--- config.mk ---
export PLATFORM = sky130hd
export DESIGN_NAME = ext_unit_pipe
export DESIGN_NICKNAME = d
export VERILOG_FILES = /design/src/rtl/ext_unit_pipe.sv
export SDC_FILE = /design/constraint.sdc
export NUM_CORES = 1
export LEC_CHECK = 0
export CORE_ASPECT_RATIO = 0.8
export CORE_UTILIZATION = 25
export CTS_CLUSTER_SIZE = 28
export DETAILED_ROUTE_END_ITERATION = 12
export SYNTH_ARGS = -nofsm -noshare
export SYNTH_HDL_FRONTEND = slang
export SYNTH_SLANG_ARGS = --single-unit
--- constraint.sdc ---
create_clock -name clk -period 2.15 [get_ports clk]
set_input_delay 0.5375 -clock clk [delete_from_list [all_inputs] [get_ports clk]]
set_output_delay 0.5375 -clock clk [all_outputs]
set_load 0.02 [all_outputs]
--- src/rtl/ext_unit_pipe.sv ---
// ext_unit_pipe: buffered immediate / load-data extension unit.
//
// Each accepted transaction is extended according to in_op. The result is
// then pushed into a DEPTH-entry FIFO that has valid/ready handshakes on both
// sides.
//   op 0 ZEXT  : zero-extend in_imm
//   op 1 SEXT  : sign-extend in_imm
//   op 2 LUI   : in_imm in the top IN_W bits
//   op 3 BOFF  : SEXT result shifted left by 2
//   op 4 LBU   : byte lane in_off of in_word, zero-extended
//   op 5 LB    : same byte, sign-extended
//   op 6 LHU   : halfword lane in_off[OFF_W-1:1], zero-extended
//   op 7 LH    : same halfword, sign-extended
// Ops 6 and 7 with in_off[0]=1 set the per-entry err bit.
//
// Ports:
//   clk, reset_n       clock, asynchronous active-low reset
//   flush              synchronous FIFO clear; has priority over push/pop
//   in_valid/in_ready  producer handshake
//   in_op/in_imm/in_word/in_off  transaction operands
//   out_valid/out_ready consumer handshake
//   out_data/out_err   head entry result and misaligned-halfword flag
//   count              current occupancy
module ext_unit_pipe #(
    parameter int unsigned IN_W  = 16,
    parameter int unsigned OUT_W = 32,
    parameter int unsigned DEPTH = 2,
    localparam int unsigned OFF_W = $clog2(OUT_W / 8),
    localparam int unsigned CNT_W = $clog2(DEPTH + 1)
) (
    input  logic             clk,
    input  logic             reset_n,
    input  logic             flush,
    input  logic             in_valid,
    output logic             in_ready,
    input  logic [2:0]       in_op,
    input  logic [IN_W-1:0]  in_imm,
    input  logic [OUT_W-1:0] in_word,
    input  logic [OFF_W-1:0] in_off,
    output logic             out_valid,
    input  logic             out_ready,
    output logic [OUT_W-1:0] out_data,
    output logic             out_err,
    output logic [CNT_W-1:0] count
);

    localparam int unsigned PTR_W = (DEPTH > 1) ? $clog2(DEPTH) : 1;

    typedef enum logic [2:0] {
        OpZext = 3'd0,
        OpSext = 3'd1,
        OpLui  = 3'd2,
        OpBoff = 3'd3,
        OpLbu  = 3'd4,
        OpLb   = 3'd5,
        OpLhu  = 3'd6,
        OpLh   = 3'd7
    } op_e;

    logic [OUT_W-1:0] mem_data [DEPTH];
    logic             mem_err  [DEPTH];

    logic [PTR_W-1:0] wr_ptr_q, wr_ptr_d;
    logic [PTR_W-1:0] rd_ptr_q, rd_ptr_d;
    logic [CNT_W-1:0] count_q, count_d;

    logic             push;
    logic             pop;

    logic [OUT_W-1:0] sext;
    logic [7:0]       lane_byte;
    logic [15:0]      lane_half;
    logic [OUT_W-1:0] ext_data;
    logic             ext_err;

    // Extension datapath
    always_comb begin
        sext      = {{(OUT_W - IN_W){in_imm[IN_W-1]}}, in_imm};
        lane_byte = in_word[{in_off, 3'b000} +: 8];
        // The halfword lane ignores in_off[0]; misalignment only raises err.
        lane_half = in_word[{in_off[OFF_W-1:1], 4'b0000} +: 16];
        ext_data  = '0;
        ext_err   = 1'b0;
        case (op_e'(in_op))
            OpZext: ext_data = {{(OUT_W - IN_W){1'b0}}, in_imm};
            OpSext: ext_data = sext;
            OpLui:  ext_data = {in_imm, {(OUT_W - IN_W){1'b0}}};
            OpBoff: ext_data = sext << 2;
            OpLbu:  ext_data = {{(OUT_W - 8){1'b0}}, lane_byte};
            OpLb:   ext_data = {{(OUT_W - 8){lane_byte[7]}}, lane_byte};
            OpLhu: begin
                ext_data = {{(OUT_W - 16){1'b0}}, lane_half};
                ext_err  = in_off[0];
            end
            OpLh: begin
                ext_data = {{(OUT_W - 16){lane_half[15]}}, lane_half};
                ext_err  = in_off[0];
            end
            default: begin
                ext_data = '0;
                ext_err  = 1'b0;
            end
        endcase
    end

    // Handshake. in_ready looks only at local state and flush, never out_ready,
    // so a full FIFO refuses a push even when it is popped in the same cycle.
    always_comb begin
        in_ready  = reset_n && (count_q != CNT_W'(DEPTH)) && !flush;
        out_valid = (count_q != '0);
        push      = in_valid && in_ready;
        pop       = out_valid && out_ready;
        out_data  = mem_data[rd_ptr_q];
        out_err   = mem_err[rd_ptr_q];
        count     = count_q;
    end

    // Pointer / occupancy next state; wrap by explicit compare for any DEPTH
    always_comb begin
        wr_ptr_d = wr_ptr_q;
        rd_ptr_d = rd_ptr_q;
        count_d  = count_q;
        if (flush) begin
            wr_ptr_d = '0;
            rd_ptr_d = '0;
            count_d  = '0;
        end else begin
            if (push) begin
                wr_ptr_d = (wr_ptr_q == PTR_W'(DEPTH - 1)) ? '0 : wr_ptr_q + PTR_W'(1);
            end
            if (pop) begin
                rd_ptr_d = (rd_ptr_q == PTR_W'(DEPTH - 1)) ? '0 : rd_ptr_q + PTR_W'(1);
            end
            case ({push, pop})
                2'b10:   count_d = count_q + CNT_W'(1);
                2'b01:   count_d = count_q - CNT_W'(1);
                default: count_d = count_q;
            endcase
        end
    end

    always_ff @(posedge clk or negedge reset_n) begin
        if (!reset_n) begin
            wr_ptr_q <= '0;
            rd_ptr_q <= '0;
            count_q  <= '0;
        end else begin
            wr_ptr_q <= wr_ptr_d;
            rd_ptr_q <= rd_ptr_d;
            count_q  <= count_d;
        end
    end

    // Storage clears on reset so out_data/out_err read 0 while in reset.
    // Flush leaves contents alone; out_valid already masks them.
    always_ff @(posedge clk or negedge reset_n) begin
        if (!reset_n) begin
            for (int i = 0; i < int'(DEPTH); i++) begin
                mem_data[i] <= '0;
                mem_err[i]  <= 1'b0;
            end
        end else if (push) begin
            mem_data[wr_ptr_q] <= ext_data;
            mem_err[wr_ptr_q]  <= ext_err;
        end
    end

endmodule
Yosys cells after proc, flatten, opt, wreduce, memory -nomap -nowiden:

Cells that the tools add are included.

* add/sub/neg operators: 4
* $lt $le $gt $ge: 3
* eq/ne operators: 10
* shifts and indexed selects: 2
* multiplexer cells: 22
* bitwise logic cells: 2
* reduce and logical (&&, ||, !) cells: 12

Operators by type and width (number)
* $pmux W32 S8: 1
* $mux W32: 4
* $bwmux W64: 1
* $demux W32 S1: 1
* $shiftx A32 B6 Y16: 1
* $shiftx A32 B6 Y8: 1
* $eq A3 B3 Y1 const B: 4
* $mux W1: 11
* $eq A3 B2 Y1 const B: 2
* $reduce_bool A2 Y1: 3
* $logic_and A1 B1 Y1: 5
* $ge A2 B2 Y1 const B: 2
* $not A1 Y2: 2
* $pmux W2 S2: 1
* $eq A3 B1 Y1 const B: 1
* $logic_not A3 Y1: 1
* $reduce_bool A3 Y1: 1
* $add A1 B1 Y1 const B: 2
* $add A2 B1 Y2 const B: 1
* $bwmux W2: 1
* $eq A2 B1 Y1 const B: 1
* $eq A2 B2 Y1 const B: 1
* $lt A2 B1 Y1 const B: 1
* $mux W2: 1
* other kinds (5): 5

* register bits: 70
* bits of input ports: 58
* output and inout bits: 37
* word-level logic and storage cells: 62

Logic depth before layout (Yosys ltp):

* depth after elaboration: 7
* mapped depth: 6
* depth with buffers taken out: 5

Worst setup path before layout:

No wires, ideal clock.

* kind: input to register
* from: input in_off[1]
* to: register mem_data[53] (netlist bit)
* library setup time: 0.123 ns
* arrival time: 2.168 ns
* data required time: 2.027 ns
* setup slack: -0.140 ns
* stages: 6
* buffers on the path: 2
* cell sequence: buf_2 -> and3b_1 -> a222oi_1 -> a32oi_1 -> buf_6 -> o221a_2

* cells in the longest elaborated chain, start to end: 3
* elaborated cells on any way between the ends: 4
* classes of those cells: shift (2); mux (2)

Ends and longest elaborated chain
* start: declaration: line 39 `input logic [OFF_W-1:0] in_off,`
* $shiftx A32 B6 Y16 or $shiftx A32 B6 Y8 (tied branches): line 81, 79
* $pmux W32 S8 (*): line 84 `case (op_e'(in_op))`
* $bwmux W64 (*): line 163 `mem_data[wr_ptr_q] <= ext_data;`
* end signal: indexed assignment: line 163
* end: declaration: line 60 `logic [OUT_W-1:0] mem_data [DEPTH];`

Every way passes the cells marked *; elsewhere a longest branch is shown, timed or not.
A chain may end at the register's enable or synchronous reset.

Worst setup path in the final report:

* from: input flush
* to: register mem_data[45] (netlist bit)

* cells in the longest elaborated chain, start to end: 3

Ends and longest elaborated chain
* start: declaration: line 33 `input logic flush,`
* $logic_not A1 Y1: line 109 `in_ready = reset_n && (count_q != CNT_W'(DEPTH)) && !flush;`
* $logic_and A1 B1 Y1: line 109
* $logic_and A1 B1 Y1: line 111 `push = in_valid && in_ready;`

Every way passes these cells.

==> summary.txt <==
Layout
  – Proportion of layout cells with a drive suffix above 1: 43.4%
  – Net count, final: 535
  – Final Instance Area: 5810 um^2
  – Number of antenna repair diodes: 0
  – Layout Area Growth over Synthesis: 47.9%
  – Number of filler cells placed in the layout: 1488

Timing
  – Fin. Hold Viols: 0
  – Final number of setup-violating endpoints: 0
  – Final setup TNS: 0 ns
  – Maximum operating frequency: 472 MHz
  – Hold slack final: 0.0462 ns
  – Period minus WS final: 2.12 ns
  – Transition time at the pin with the least slew margin: 0.919 ns
  – Period utilization: 98.6%
  – Normalized max-slew margin: 38.6%
  – Setup slack after layout: 0.0298 ns
  – Number of slew-limit violations in the final report: 0
  – Final setup skew: 0.00991 ns

CTS
  – Total number of clock tree sinks: 70
  – Total clock buffers created by CTS: 9
  – H-Tree Depth: 3
  – Worst-case clock buffer depth: 2
  – Skew-Pair Late Insertion Delay: 0.34 ns
  – Clk slew on worst S/H paths: 0.06 ns
  – Root buffer cell: clkbuf_16
  – TritonCTS clock tree: built

Synth
  – Share of synthesized registers carrying an async set or reset: 100%
  – Post-synthesis compound-gate area fraction: 16.9%
  – Library cell occupying the most area in the post-synthesis netlist: dfrtp_1
  – Post-Synthesis Cells: 339
  – Mapped Avg Cell Area: 11.6 um^2
  – Area contributors post-synth: dfrtp_1 45%, mux2_2 21%, o221a_2 5.2%, mux2i_1 3.1%, o22a_1 2.7%
  – Portion of the post-synthesis area used by sequential elements: 44.6%
  – Post-synthesis instance area: 3930 um^2
  – Number of distinct library cells after synthesis: 46
  – Number of flops mapped to enable cells by yosys: 0
  – Main synth FF type: dfrtp_1
  – Post-Syn Nets: 397
  – Basic-gate share of the synthesized area counting and, or, nand and nor cells: 10.7%
  – Combinational family with the most area after synthesis: multiplexers
  – Share of the synthesized netlist area taken by xor and xnor gates: 0.223%
  – Proportion of synthesized area in mux cells: 24.1%
  – Total number of yosys warnings: 0
  – Top cell type's share of synthesized area: 44.6%
  – Number of synthesized register bits: 70
  – Area share of fa/ha/maj cells after synthesis: 0%

Route
  – Total via count in the routed design: 3380
  – Via/cell ratio: 4.88
  – Detail-routed net length per standard cell: 18.1 um
  – First-pass detailed-route iteration total: 4
  – Detailed router's first-iteration violation count: 170
  – Remaining DRCs: 0
  – WL final: 12500 um
  – Antenna Violating Nets Remaining: 0

Place
  – Count of buffers inserted at the top-level ports: 94
  – Last weighted congestion value of the routability-driven placer: 0.780
  – Area post-placement: 5490 um^2
  – Pre-CTS setup slack: -0.590 ns
  – Final HPWL DP: 9280 um

GRT
  – Global-route wire length before repair: 19400 um
  – Via count of the first global-routing pass: 3431
  – Antenna violations before repair: 0
  – Overflow left after global routing: 0
  – Total Routing Usage GR: 16.2%
  – Largest net degree at the start of global routing: 69

Floorplanning
  – Die Area: 16200 um^2
  – IO Pins: 95
  – Width of the die: 142 um
  – Standard cell core area: 15200 um^2
  – Site Rows: 40
  – Die Y: 114 um
  – Effective utilization at floorplan: 25.9%

Min path
  – Path category of the worst min-delay check: input pin to async pin

Status
  – Outcome: finished, final reports clean

Flow run
  – Total of max-cap violations: 0

Power and ir drop
  – Leakage power of the design: 2.53 nW
  – Power density over the cells: 840 nW/um^2
  – VDD IR-drop max: 368 uV

Setup path
  – R2r worst-path depth: 5
  – Critical Path Sink Type: register
  – Worst flop-to-flop path endpoint: mem_data[45]
  – Startpoint kind of the worst setup timing path: input pin
  – Category of the critical setup timing path: input pin to register
  – Worst-path maximum fanout: 8
  – Required @ worst endpoint: 2.37 ns
  – Worst reg2reg startpoint: count[1]
  – Endpoint arrival time on the critical path: 2.34 ns
  – Reg2reg setup slack: 0.21 ns
-- sequential cells by signal, indices dropped and copies added (netlist names) --
name      flops
rd_ptr_q      1
wr_ptr_q      1
mem_err       2
count         2
mem_data     64
-- through the flow --
| step | utilization, % | cells | power (W) |
|---|---|---|---|
| floorplan | - | 339 | 0.00272 |
| global placement | 36.2 | 667 | 0.00340 |
| detailed placement | 36.2 | 667 | 0.00344 |
| CTS | 38.5 | 690 | 0.00497 |
| global route | 38.3 | 692 | 0.00512 |
| finish | 38.3 | 692 | 0.00488 |
-- power breakdown --
part	total [W]	internal, W	switching [W]
Clock	0.00160	0.00105	0.000553
Combinational	0.00146	0.000778	0.000682
Sequential	0.00182	0.00165	0.000171
Total	0.00488	0.00347	0.00141
-- cells by family (layout without fill, tap and decap cells) --
logic type             Yosys count  count (layout)
multiplexers                    85              85
AO/OA/AOI/OAI                   77              77
AND/OR/NAND/NOR                 73              73
flip-flops                      70              70
buffers and inverters           33             176
XOR/XNOR                         1               1
-- critical path, stage by stage --
cell and delay (ns):
clkdlybuf4s50_1 0.42, buf_4 0.16, buf_4 0.15, nor4_4 0.45
buf_4 0.27, mux2_2 0.35
-- layout make-up --
cell class                      count  area [um^2]  share of cell area, %
Clock buffer                       11          243                   4.18
Clock inverter                      5         82.6                   1.42
Inverter                            6         22.5                  0.388
Sequential cell                    70         1750                   30.2
Tap cell                          210          263                   4.52
Timing Repair Buffer              154         1310                   22.5
Multi-Input combinational cell    236         2140                   36.9
-- metal layers --
layer  vias up  wire, um  GRT usage [%]
met5         -         0              0
met4         0       149           3.44
met3        11       867           4.73
met2       112      5640           24.4
met1      1669      5850           22.8
li1       1588         -              -
-- worst max-delay path by stage --
stage,start,endpoint
after floorplan,in_off[0],mem_data[53]
after global placement,in_off[0],mem_data[50]
after detailed placement,in_off[0],mem_data[53]
after CTS,rd_ptr_q,out_data[1]
after global routing,in_off[1],mem_data[50]
final,flush,mem_data[45]
-- repair_timing --
action,CTS,global route
hold buffers,0,0
endpoints found under the setup margin,66,43
setup buffers,4,1
gates resized for setup,137,27
pin swaps,2,3
gates cloned,3,1
-- synthesized netlist by cell type, types with 3 or more instances --
| cell type | count |
|---|---|
| a21oi_1 | 3 |
| a221oi_1 | 4 |
| a22oi_1 | 8 |
| a311oi_1 | 5 |
| a31oi_1 | 3 |
| and2_1 | 11 |
| and3_1 | 7 |
| buf_2 | 7 |
| clkbuf_1 | 18 |
| dfrtp_1 | 70 |
| inv_1 | 6 |
| mux2_2 | 72 |
| mux2i_1 | 12 |
| nand2_1 | 18 |
| nand3_1 | 5 |
| nand4_1 | 5 |
| nor2_1 | 3 |
| nor2b_1 | 9 |
| nor4_1 | 3 |
| o211ai_1 | 5 |
| o21ai_0 | 4 |
| o221a_2 | 18 |
| o22a_1 | 12 |
| o22ai_1 | 3 |
-- cell usage in the layout, fill, tap and decap left out, types with 6 or more instances in the layout --
cell and instances:
nand2_1 18, mux2_2 70, nor2b_1 9, inv_1 6, clkdlybuf4s50_1 51, dfrtp_1 68, mux2i_1 12, o221a_2 14
dlygate4sd2_1 7, and2_1 11, o22a_1 12, buf_6 6, a22oi_1 8, and3_1 7, buf_2 34, buf_4 49
clkbuf_16 10
No activity file was read; power rests on OpenSTA's default activity.
